<file path="src/rtl/mem_arbiter.sv">
// Two-port RAM arbiter: the CPU has fixed priority, and a starvation counter forces a
// device grant after MAX_WAIT consecutive lost arbitrations. Each grant runs through
// IDLE -> ACCESS (RAM_LAT cycles) -> ACK.
module mem_arbiter #(
  parameter int unsigned ADDR_W   = 8,
  parameter int unsigned DATA_W   = 8,
  parameter int unsigned RAM_LAT  = 1,
  parameter int unsigned MAX_WAIT = 4
) (
  input  logic              clk,
  input  logic              reset,
  input  logic              cpu_req,
  input  logic              cpu_we,
  input  logic [ADDR_W-1:0] cpu_addr,
  input  logic [DATA_W-1:0] cpu_wdata,
  output logic              cpu_ack,
  output logic [DATA_W-1:0] cpu_rdata,
  input  logic              dev_req,
  input  logic              dev_we,
  input  logic [ADDR_W-1:0] dev_addr,
  input  logic [DATA_W-1:0] dev_wdata,
  output logic              dev_ack,
  output logic [DATA_W-1:0] dev_rdata,
  output logic              ram_en,
  output logic              ram_we,
  output logic [ADDR_W-1:0] ram_addr,
  output logic [DATA_W-1:0] ram_wdata,
  input  logic [DATA_W-1:0] ram_rdata,
  output logic              busy,
  output logic              owner
);

  localparam logic [1:0] LatLast = 2'(RAM_LAT - 1);
  localparam logic [3:0] MaxWait = 4'(MAX_WAIT);

  typedef enum logic [1:0] {StIdle, StAccess, StAck} state_e;

  state_e              state_q, state_d;
  logic [1:0]          lat_cnt_q, lat_cnt_d;
  logic [3:0]          wait_cnt_q, wait_cnt_d;
  logic                txn_we_q, txn_we_d;
  logic                ram_en_q, ram_en_d;
  logic                ram_we_q, ram_we_d;
  logic [ADDR_W-1:0]   ram_addr_q, ram_addr_d;
  logic [DATA_W-1:0]   ram_wdata_q, ram_wdata_d;
  logic [DATA_W-1:0]   cpu_rdata_q, cpu_rdata_d;
  logic [DATA_W-1:0]   dev_rdata_q, dev_rdata_d;
  logic                cpu_ack_q, cpu_ack_d;
  logic                dev_ack_q, dev_ack_d;
  logic                owner_q, owner_d;
  logic                dev_wins;

  // Arbitration, sequencing and datapath next-state.
  always_comb begin
    state_d     = state_q;
    lat_cnt_d   = lat_cnt_q;
    wait_cnt_d  = wait_cnt_q;
    txn_we_d    = txn_we_q;
    ram_en_d    = 1'b0;
    ram_we_d    = 1'b0;
    ram_addr_d  = ram_addr_q;
    ram_wdata_d = ram_wdata_q;
    cpu_rdata_d = cpu_rdata_q;
    dev_rdata_d = dev_rdata_q;
    cpu_ack_d   = 1'b0;
    dev_ack_d   = 1'b0;
    owner_d     = owner_q;
    dev_wins    = dev_req && (!cpu_req || (wait_cnt_q >= MaxWait));

    unique case (state_q)
      StIdle: begin
        if (dev_wins) begin
          state_d     = StAccess;
          lat_cnt_d   = 2'd0;
          wait_cnt_d  = 4'd0;
          owner_d     = 1'b1;
          txn_we_d    = dev_we;
          ram_en_d    = 1'b1;
          ram_we_d    = dev_we;
          ram_addr_d  = dev_addr;
          ram_wdata_d = dev_wdata;
        end else if (cpu_req) begin
          state_d     = StAccess;
          lat_cnt_d   = 2'd0;
          owner_d     = 1'b0;
          txn_we_d    = cpu_we;
          ram_en_d    = 1'b1;
          ram_we_d    = cpu_we;
          ram_addr_d  = cpu_addr;
          ram_wdata_d = cpu_wdata;
          // Device lost this round: count towards its starvation limit.
          if (dev_req && (wait_cnt_q < MaxWait)) begin
            wait_cnt_d = wait_cnt_q + 4'd1;
          end
        end
        if (!dev_req) begin
          wait_cnt_d = 4'd0;
        end
      end
      StAccess: begin
        if (lat_cnt_q == LatLast) begin
          state_d = StAck;
          if (!txn_we_q) begin
            if (owner_q) dev_rdata_d = ram_rdata;
            else         cpu_rdata_d = ram_rdata;
          end
          cpu_ack_d = !owner_q;
          dev_ack_d = owner_q;
        end else begin
          lat_cnt_d = lat_cnt_q + 2'd1;
        end
      end
      StAck: begin
        state_d = StIdle;
      end
      default: begin
        state_d = StIdle;
      end
    endcase
  end

  // State and output registers; reset aborts any transaction in flight.
  always_ff @(posedge clk or negedge reset) begin
    if (!reset) begin
      state_q     <= StIdle;
      lat_cnt_q   <= 2'd0;
      wait_cnt_q  <= 4'd0;
      txn_we_q    <= 1'b0;
      ram_en_q    <= 1'b0;
      ram_we_q    <= 1'b0;
      ram_addr_q  <= '0;
      ram_wdata_q <= '0;
      cpu_rdata_q <= '0;
      dev_rdata_q <= '0;
      cpu_ack_q   <= 1'b0;
      dev_ack_q   <= 1'b0;
      owner_q     <= 1'b0;
    end else begin
      state_q     <= state_d;
      lat_cnt_q   <= lat_cnt_d;
      wait_cnt_q  <= wait_cnt_d;
      txn_we_q    <= txn_we_d;
      ram_en_q    <= ram_en_d;
      ram_we_q    <= ram_we_d;
      ram_addr_q  <= ram_addr_d;
      ram_wdata_q <= ram_wdata_d;
      cpu_rdata_q <= cpu_rdata_d;
      dev_rdata_q <= dev_rdata_d;
      cpu_ack_q   <= cpu_ack_d;
      dev_ack_q   <= dev_ack_d;
      owner_q     <= owner_d;
    end
  end

  // All outputs come straight from registers.
  always_comb begin
    cpu_ack   = cpu_ack_q;
    cpu_rdata = cpu_rdata_q;
    dev_ack   = dev_ack_q;
    dev_rdata = dev_rdata_q;
    ram_en    = ram_en_q;
    ram_we    = ram_we_q;
    ram_addr  = ram_addr_q;
    ram_wdata = ram_wdata_q;
    busy      = (state_q != StIdle);
    owner     = owner_q;
  end

endmodule

</file>
<file path="config.mk">
export PLATFORM = sky130hd
export DESIGN_NAME = mem_arbiter
export DESIGN_NICKNAME = d
export VERILOG_FILES = /design/src/rtl/mem_arbiter.sv
export SDC_FILE = /design/constraint.sdc
export NUM_CORES = 1
export LEC_CHECK = 0
export CORE_UTILIZATION = 46
export CTS_BUF_LIST = sky130_fd_sc_hd__clkbuf_16
export DETAILED_ROUTE_END_ITERATION = 6
export DONT_BUFFER_PORTS = 1
export SYNTH_ARGS = -nofsm -noshare
export SYNTH_HDL_FRONTEND = slang
export SYNTH_SLANG_ARGS = --single-unit
</file>
<file path="constraint.sdc">
create_clock -name clk -period 1.8 [get_ports clk]
set_clock_uncertainty 0.15 [all_clocks]
set_input_delay 0.45 -clock clk [delete_from_list [all_inputs] [get_ports clk]]
set_output_delay 0.45 -clock clk [all_outputs]
set_load 0.005 [all_outputs]
</file>
======== Word level (Yosys, flattened, before mapping) ========
Cells that the tools add are included.
operators by class
  add/sub/neg operators ................... 2
  order comparisons ....................... 2
  equal/unequal tests ..................... 6
  multiplexer cells ....................... 30
  bitwise gates (word level) .............. 2
  reduce and logical (&&, ||, !) cells .... 16
operator list
  operator                                                                      number
  8-bit two-way mux                                                             4
  4-bit two-way mux                                                             4
  1-bit two-way mux                                                             14
  2-bit two-way mux                                                             6
  2-bit one-hot mux with 2 select lines                                         2
  4-bit AND reduction                                                           2
  3-bit AND reduction                                                           2
  2-bit nonzero test                                                            3
  4-bit by 1-bit adder with 4-bit output, second input constant                 1
  4-bit by 3-bit >= comparator with 1-bit output, second input constant         1
  2-bit zero test                                                               2
  4-bit by 3-bit less-than comparator with 1-bit output, second input constant  1
  2-bit != test, second input constant                                          2
  2-bit AND reduction                                                           2
  3-bit by 1-bit != test with 1-bit output, second input constant               1
  3-bit by 2-bit != test with 1-bit output, second input constant               1
  3-bit != test, second input constant                                          1
  2-bit by 1-bit adder with 2-bit output, second input constant                 1
  2-bit by 1-bit equality test with 1-bit output, second input constant         1
  1-bit logical AND                                                             2
  1-bit zero test                                                               2
  1-bit NOT                                                                     2
  1-bit logical OR                                                              1
word-level totals
  register bits after elaboration ......... 46
  input port bits ......................... 46
  output and inout port bits .............. 38
  word-level logic and storage cells ...... 71

======== Depth between registers and ports, before layout ========
Gate-level depths: netlist of the first run.
  depth after elaboration ................. 6
  depth in mapped cells ................... 6
  depth with buffers taken out ............ 6

======== Least setup slack after synthesis of the first run ========
OpenSTA, ideal clock, no wires.
  path type ............................... register -> register
  start ................................... register lat_cnt_q[0]
  end ..................................... register cpu_rdata_q[0], in the netlist cpu_rdata[0]
  library setup time ...................... 0.125 ns
  arrival time ............................ 1.352 ns
  data required time ...................... 1.525 ns
  slack ................................... 0.173 ns
  stages on the path, launching flop included .. 6
  path buffers ............................ 0
  clock period less this slack ............ 1.627 ns
  cells stage by stage .................... dfrtp_1 > inv_1 > ha_1 > nand3b_4 > nor3_4 > mux2_2
between the ends
  longest elaborated chain between the ends .. 2
ends and longest elaborated chain
  what                           line  source
  start, declared                39    logic [1:0] lat_cnt_q, lat_cnt_d;
  start signal, assigned         140   lat_cnt_q <= lat_cnt_d;
  2-bit zero test                101   if (lat_cnt_q == LatLast) begin
  4-bit AND reduction (no line)  --
  end signal, assigned           147   cpu_rdata_q <= cpu_rdata_d;
  end, declared                  46    logic [DATA_W-1:0] cpu_rdata_q, cpu_rdata_d;
Every way passes these cells.
A chain may end at the register's enable or synchronous reset.

======== Worst setup path in the final report of the first run ========
  start ................................... register state_q[1]
  end ..................................... output port busy
between the ends
  longest elaborated chain between the ends .. 1
ends and longest elaborated chain
  what                    line  source
  start, declared         38    state_e state_q, state_d;
  start signal, assigned  125   state_q <= StIdle;
  start signal, assigned  139   state_q <= state_d;
  2-bit nonzero test      165   busy = (state_q != StIdle);
  end, declared           29    output logic busy,
Every way passes these cells.

==> results of run 1 <==
==> what timing repair did <==
item,CTS,global route
hold buffers,2,0
gates resized for setup,1,2
endpoints found under the setup margin,8,9
buffers inserted,2,0
endpoints found under the hold margin,46,0
pin swaps,1,1
==> per-stage QoR <==
stage | utilization | total power, uW
2_1_floorplan | - | 2650
3_3_place_gp | 0.485 | 2840
3_5_place_dp | 0.485 | 2930
4_1_cts | 0.540 | 4060
5_1_grt | 0.542 | 4280
6_report | 0.542 | 4040
==> worst paths after layout <==
path,to,depth (start not counted)
hold / removal,dev_rdata[7],1
min in group asynchronous,dev_rdata[3],2
setup reg to reg,ram_wdata[2],3
max in group asynchronous,ram_wdata[3],2
setup / recovery,busy,3
hold reg to reg,wait_cnt_q[1],2
==> layer usage <==
layer	vias up	part of all wire	global-route usage
met5	-	0	0
met3	9	0.068	0.0494
met2	73	0.50	0.356
met4	0	0.020	0.0816
li1	670	-	-
met1	748	0.41	0.256
==> final cells by class <==
| type | instances | area (um2) |
|---|---|---|
| multi-input cells | 114 | 832 |
| clock buffers | 5 | 125 |
| inverters | 6 | 26.3 |
| flip-flops and latches | 46 | 1150 |
| well taps | 52 | 65.1 |
| fillers | 373 | 2000 |
| clock inverters | 3 | 45.0 |
| repair buffers | 10 | 114 |
==> state kept, by name, indices dropped and copies added, names as in the netlist, 2 cells and up <==
| name | cells |
|---|---|
| ram_wdata | 8 |
| lat_cnt_q | 2 |
| dev_rdata | 8 |
| wait_cnt_q | 4 |
| ram_addr | 8 |
| cpu_rdata | 8 |
| state_q | 2 |
==> cells in the final DEF (no fill, tap or decap), types with 2 or more instances in the layout <==
cell type	instances
nand3b_4	2
buf_4	6
nand4_1	16
inv_1	4
nor2_1	2
dfrtp_1	46
nand2_1	3
o211ai_1	16
mux2_2	17
or3b_1	2
o21ai_0	19
and2_1	2
nand3_1	19
clkbuf_16	5
nor2_2	2
clkinvlp_4	3
==> critical path, stage by stage (launching register included) <==
cell	delay, ns
dfrtp_1	0.42
nor2_4	0.15
clkinvlp_4	0.12
buf_6	0.16
==> power by group through the flow <==
stage / Clock, uW / Sequential, uW / Combinational [uW]
CTS: 1050 / 1860 / 1150
detailed placement: 0 / 1880 / 1050
global placement: 0 / 1860 / 978
floorplan: 0 / 1770 / 873
finish: 1040 / 1860 / 1140
global route: 1100 / 1900 / 1270
==> cells by family (layout without fill, tap and decap cells) <==
family / count (synthesis) / after routing / synth area share
AOI/OAI and AO/OA: 41 / 41 / 0.122
DFF: 46 / 46 / 0.555
and+or+nand+nor: 53 / 53 / 0.168
buffers and inverters: 19 / 24 / 0.0458
adders and majority gates: 2 / 2 / 0.0121
muxes: 18 / 18 / 0.0970
==> results.yml, run 1 <==
power:
  power_frac_clock: 0.257
  max-vdd-ir-drop_uv: 643
  p_leak_uw: 0.000963
  power_density_nw_per_um2: 1710
  seq_power_share: 0.461
  switchingPower_uw: 1350
  p_int_uw: 2690
  swShare: 0.334
  p_comb_frac: 0.282
route:
  vias: 1500
  antenna_left: 0
  drtIter0Drc: 68
  drc: 0
  first_pass_iters: 6
  via_per_inst: 6.36
  wl_per_cell_um: 20.0
  wl_mm: 4.73
critical_path:
  required_ns: 1.20
  critPathCaptureType: "output pin"
  setup.worst_path.start: "state_q[1]"
  crit_type: "flip-flop to output pin"
  worstPathMaxFanout: 16
  rrSetupSlack_ns: 0.10
  r2r_start: "wait_cnt_q[2]"
  arrival_ns: 1.15
  worstSetupStartpointType: "flip-flop"
synth:
  ys_ff_latch: 46
  ys.flop_type: "dfrtp_1"
  syn_area_per_cell_um2: 11.6
  seq_area_frac_synth: 0.555
  ys_types: 32
  synth_top_area_share: 0.555
  synth.largest_area_cell: "dfrtp_1"
  synth.top_cells.by_area: "dfrtp_1 (55%), mux2_2 (9.2%), o211ai_1 (5.8%), nand4_1 (4.8%), nand3_1 (4.6%)"
  syn_nets: 227
  syn_inst: 179
  yosysMostFrequentCell: "dfrtp_1"
  synth_area_um2: 2080
  synth_edf_count: 0
  yosysWarnings: 0
  synthArstFlopShare: 1.00
  synth_common_cells: "dfrtp_1 (46), nand3_1 (19), o21ai_0 (19), mux2_2 (17)"
cts:
  clk_pin_slew_ns: 0.06
  clock-sinks: 46
  cts_root_buf: "clkbuf_16"
  cts_tree: "done"
  cts_buffers: 5
  clock_path_buffers: 2
  worstSkewPairLatency_ns: 0.28
  cts_max_level: 2
sta:
  fin_crit_sh: 0.971
  fin_crit_ns: 1.75
  max_slew.worst_pin.slew_ns: 0.633
  worst_hold_slack_ns: 0.161
  fmax_ghz: 0.572
  rsz0062_at_grt: "no"
  tns_ns: 0
  finalSetupViolations: 0
  setup_ws_ns: 0.0520
  hold_viol: 0
  slew_headroom: 0.578
  drv_slew: 0
die:
  rows: 24
  start_util: 0.477
  dieHeight_um: 69.2
  dieArea_um2: 4790
  core_region_area_um2: 4350
  io_pins: 84
  die_x_um: 69.2
final_layout:
  final_cells: 236
  n_antenna_cell: 0
  syn_to_final_growth_pct: 13.6
  design_area_um2: 2360
  finalNetCount: 231
  drive_gt1_frac: 0.250
global_route:
  antenna_found_initial: 0
  groute.usage.overall: 0.209
  grt_pass1_vias: 1599
  gr-total-overflow: 0
  grt_pass1_wl_mm: 7.86
  grt_max_degree: 47
place:
  place_area_um2: 2110
  pre_cts_ws_ns: -0.00676
  dp_hpwl_mm: 3.27
  dp_cells: 224
  gp_congestion: 0.721
  portBuffers: 0
min_path:
  hold_start: "ram_rdata[7]"
  hold_class: "primary input to flip-flop"
run:
  cap_violations: 0
run_status:
  status: "finished clean"
No activity file was read; power rests on OpenSTA's default activity.
==> run 2, diff against run 1 <==
--- a/config.mk
+++ b/config.mk
@@ -6,7 +6,7 @@
 export NUM_CORES = 1
 export LEC_CHECK = 0
 export CORE_UTILIZATION = 46
-export CTS_BUF_LIST = sky130_fd_sc_hd__clkbuf_16
+export CTS_BUF_LIST = sky130_fd_sc_hd__clkbuf_8 sky130_fd_sc_hd__clkbuf_16
 export DETAILED_ROUTE_END_ITERATION = 6
 export DONT_BUFFER_PORTS = 1
 export SYNTH_ARGS = -nofsm -noshare
==> constraint.sdc (replaced) <==
create_clock -name clk -period 2.1 [get_ports clk]
set_clock_uncertainty 0.15 [all_clocks]
set_input_delay 0.525 -clock clk [delete_from_list [all_inputs] [get_ports clk]]
set_output_delay 0.525 -clock clk [all_outputs]
set_load 0.005 [all_outputs]
==> run 2 against run 1 <==
  * Via count fell by 0.33%
  * Wire length fell by 1.8%
  * Register-to-register slack improved by 0.13 ns
==> results.yml, run 2 (synthesis gave the netlist of run 1 again) <==
place:
  portBuffers: 0
  gp_congestion: 0.721
  dp_hpwl_mm: 3.29
  dp_cells: 222
  place_area_um2: 2100
final_layout:
  final_util: 0.523
  final_common_cell: "dfrtp_1"
  final_cells: 235
  final_cell_mix: "dfrtp_1 (46), nand3_1 (19), o21ai_0 (19), mux2_2 (17)"
  syn_to_final_growth_pct: 9.64
  finalNetCount: 230
  n_antenna_cell: 0
  drive_gt1_frac: 0.240
  num-fill-cells: 373
  design_area_um2: 2280
critical_path:
  critPathCaptureType: "output pin"
  crit_type: "flip-flop to output pin"
  cpLargestDelayFamily: "flip-flops"
  worst-path-buf-inv: 2
  worstPathMaxFanout: 13
  required_ns: 1.42
  r2r_start: "wait_cnt_q[2]"
  cpPeakStageDelay_ns: 0.45
  arrival_ns: 1.20
  worstSetupStartpointType: "flip-flop"
  path_cells: "nor2_4 > clkinvlp_4 > buf_4"
  reg2reg_depth: 3
  r2r-end: "ram_wdata[2]"
  rrSetupSlack_ns: 0.23
  cpMaxStageDelayCell: "dfrtp_1"
sta:
  finalSetupViolations: 0
  fmax_ghz: 0.532
  rsz0062_at_grt: "no"
  drv_slew: 0
  fin_crit_sh: 0.895
  tns_ns: 0
  slew_headroom: 0.242
  hold_viol: 0
  max_slew.worst_pin.slew_ns: 1.13
  fin_crit_ns: 1.88
power:
  p_total_uw: 3220
  p_leak_uw: 0.000928
  max-vdd-ir-drop_uv: 458
  power_density_nw_per_um2: 1410
route:
  wl_mm: 4.64
  drc: 0
  first_pass_iters: 4
  wl_per_cell_um: 19.8
  antenna_left: 0
  drtIter0Drc: 107
  via_per_inst: 6.36
  vias: 1495
cts:
  cts_root_buf: "clkbuf_8"
  cts_buffers: 5
  cts_tree: "done"
  clk_pin_slew_ns: 0.08
  worstSkewPairLatency_ns: 0.30
  clock-sinks: 46
  cts_max_level: 2
  clock_path_buffers: 2
global_route:
  antenna_found_initial: 0
  groute.usage.overall: 0.208
  grt_pass1_wl_mm: 7.80
  grt_pass1_vias: 1589
  gr-total-overflow: 0
  grt_max_degree: 47
min_path:
  hold_start: "ram_rdata[7]"
  min_path_cells: 1
  hold_end: "dev_rdata[7]"
  hold_class: "primary input to flip-flop"
die:
  start_util: 0.477
  dieArea_um2: 4790
  dieHeight_um: 69.2
  rows: 24
  die_x_um: 69.2
  core_region_area_um2: 4350
  io_pins: 84
run_status:
  status: "finished clean"
run:
  cap_violations: 0
run 2: area by class of cell:
type	instances	area [um2]	area share
Inverter	6	26.3	0.0115
Multi-Input combinational cell	114	830	0.364
Sequential cell	46	1150	0.506
Tap cell	52	65.1	0.0286
Clock buffer	5	68.8	0.0302
Clock inverter	3	45.0	0.0198
Timing Repair Buffer	9	90.1	0.0396
run 2: metal layers:
| layer | vias up | routed length (um) | GRT usage |
|---|---|---|---|
| li1 | 662 | - | - |
| met3 | 8 | 317 | 0.0640 |
| met1 | 764 | 1880 | 0.260 |
| met4 | 0 | 48 | 0.0522 |
| met2 | 61 | 2400 | 0.351 |
| met5 | - | 0 | 0 |
run 2: repair_timing:
item	in CTS	in global routing
setup endpoints to repair	0	1
setup buffers	0	3
hold buffers	2	0
endpoints found under the hold margin	46	0
gates resized for setup	0	1
run 2: worst register-to-register path, stage by stage, from the launching register on:
cell and delay [ns]:
dfrtp_1 0.42, nor3b_2 0.07, nor2_1 0.85, o211ai_1 0.22
run 2: metrics by stage:
stage / setup slack [ns] / hold slack, ns
after floorplan: 0.473 / 0.0794
after global placement: 0.0927 / 0.0805
after detailed placement: -0.0149 / 0.0804
after CTS: 0.0652 / 0.219
after global routing: 0.0755 / 0.209
final: 0.221 / 0.227
run 2: worst max path at each step:
stage | endpoint | depth (start not counted) | from | slack, ns
finish | busy | 3 | state_q[0] | 0.22
global route | ram_addr[0] | 3 | wait_cnt_q[2] | 0.08
detailed placement | ram_addr[4] | 3 | cpu_req | -0.01
floorplan | cpu_rdata[0] | 5 | lat_cnt_q[0] | 0.47
global placement | owner | 3 | cpu_req | 0.09
CTS | busy | 3 | state_q[0] | 0.07
run 2: where the power goes:
part / switching, uW / total, uW / internal (uW)
Sequential: 315 / 1590 / 1270
Clock: 299 / 653 / 354
Combinational: 514 / 977 / 463
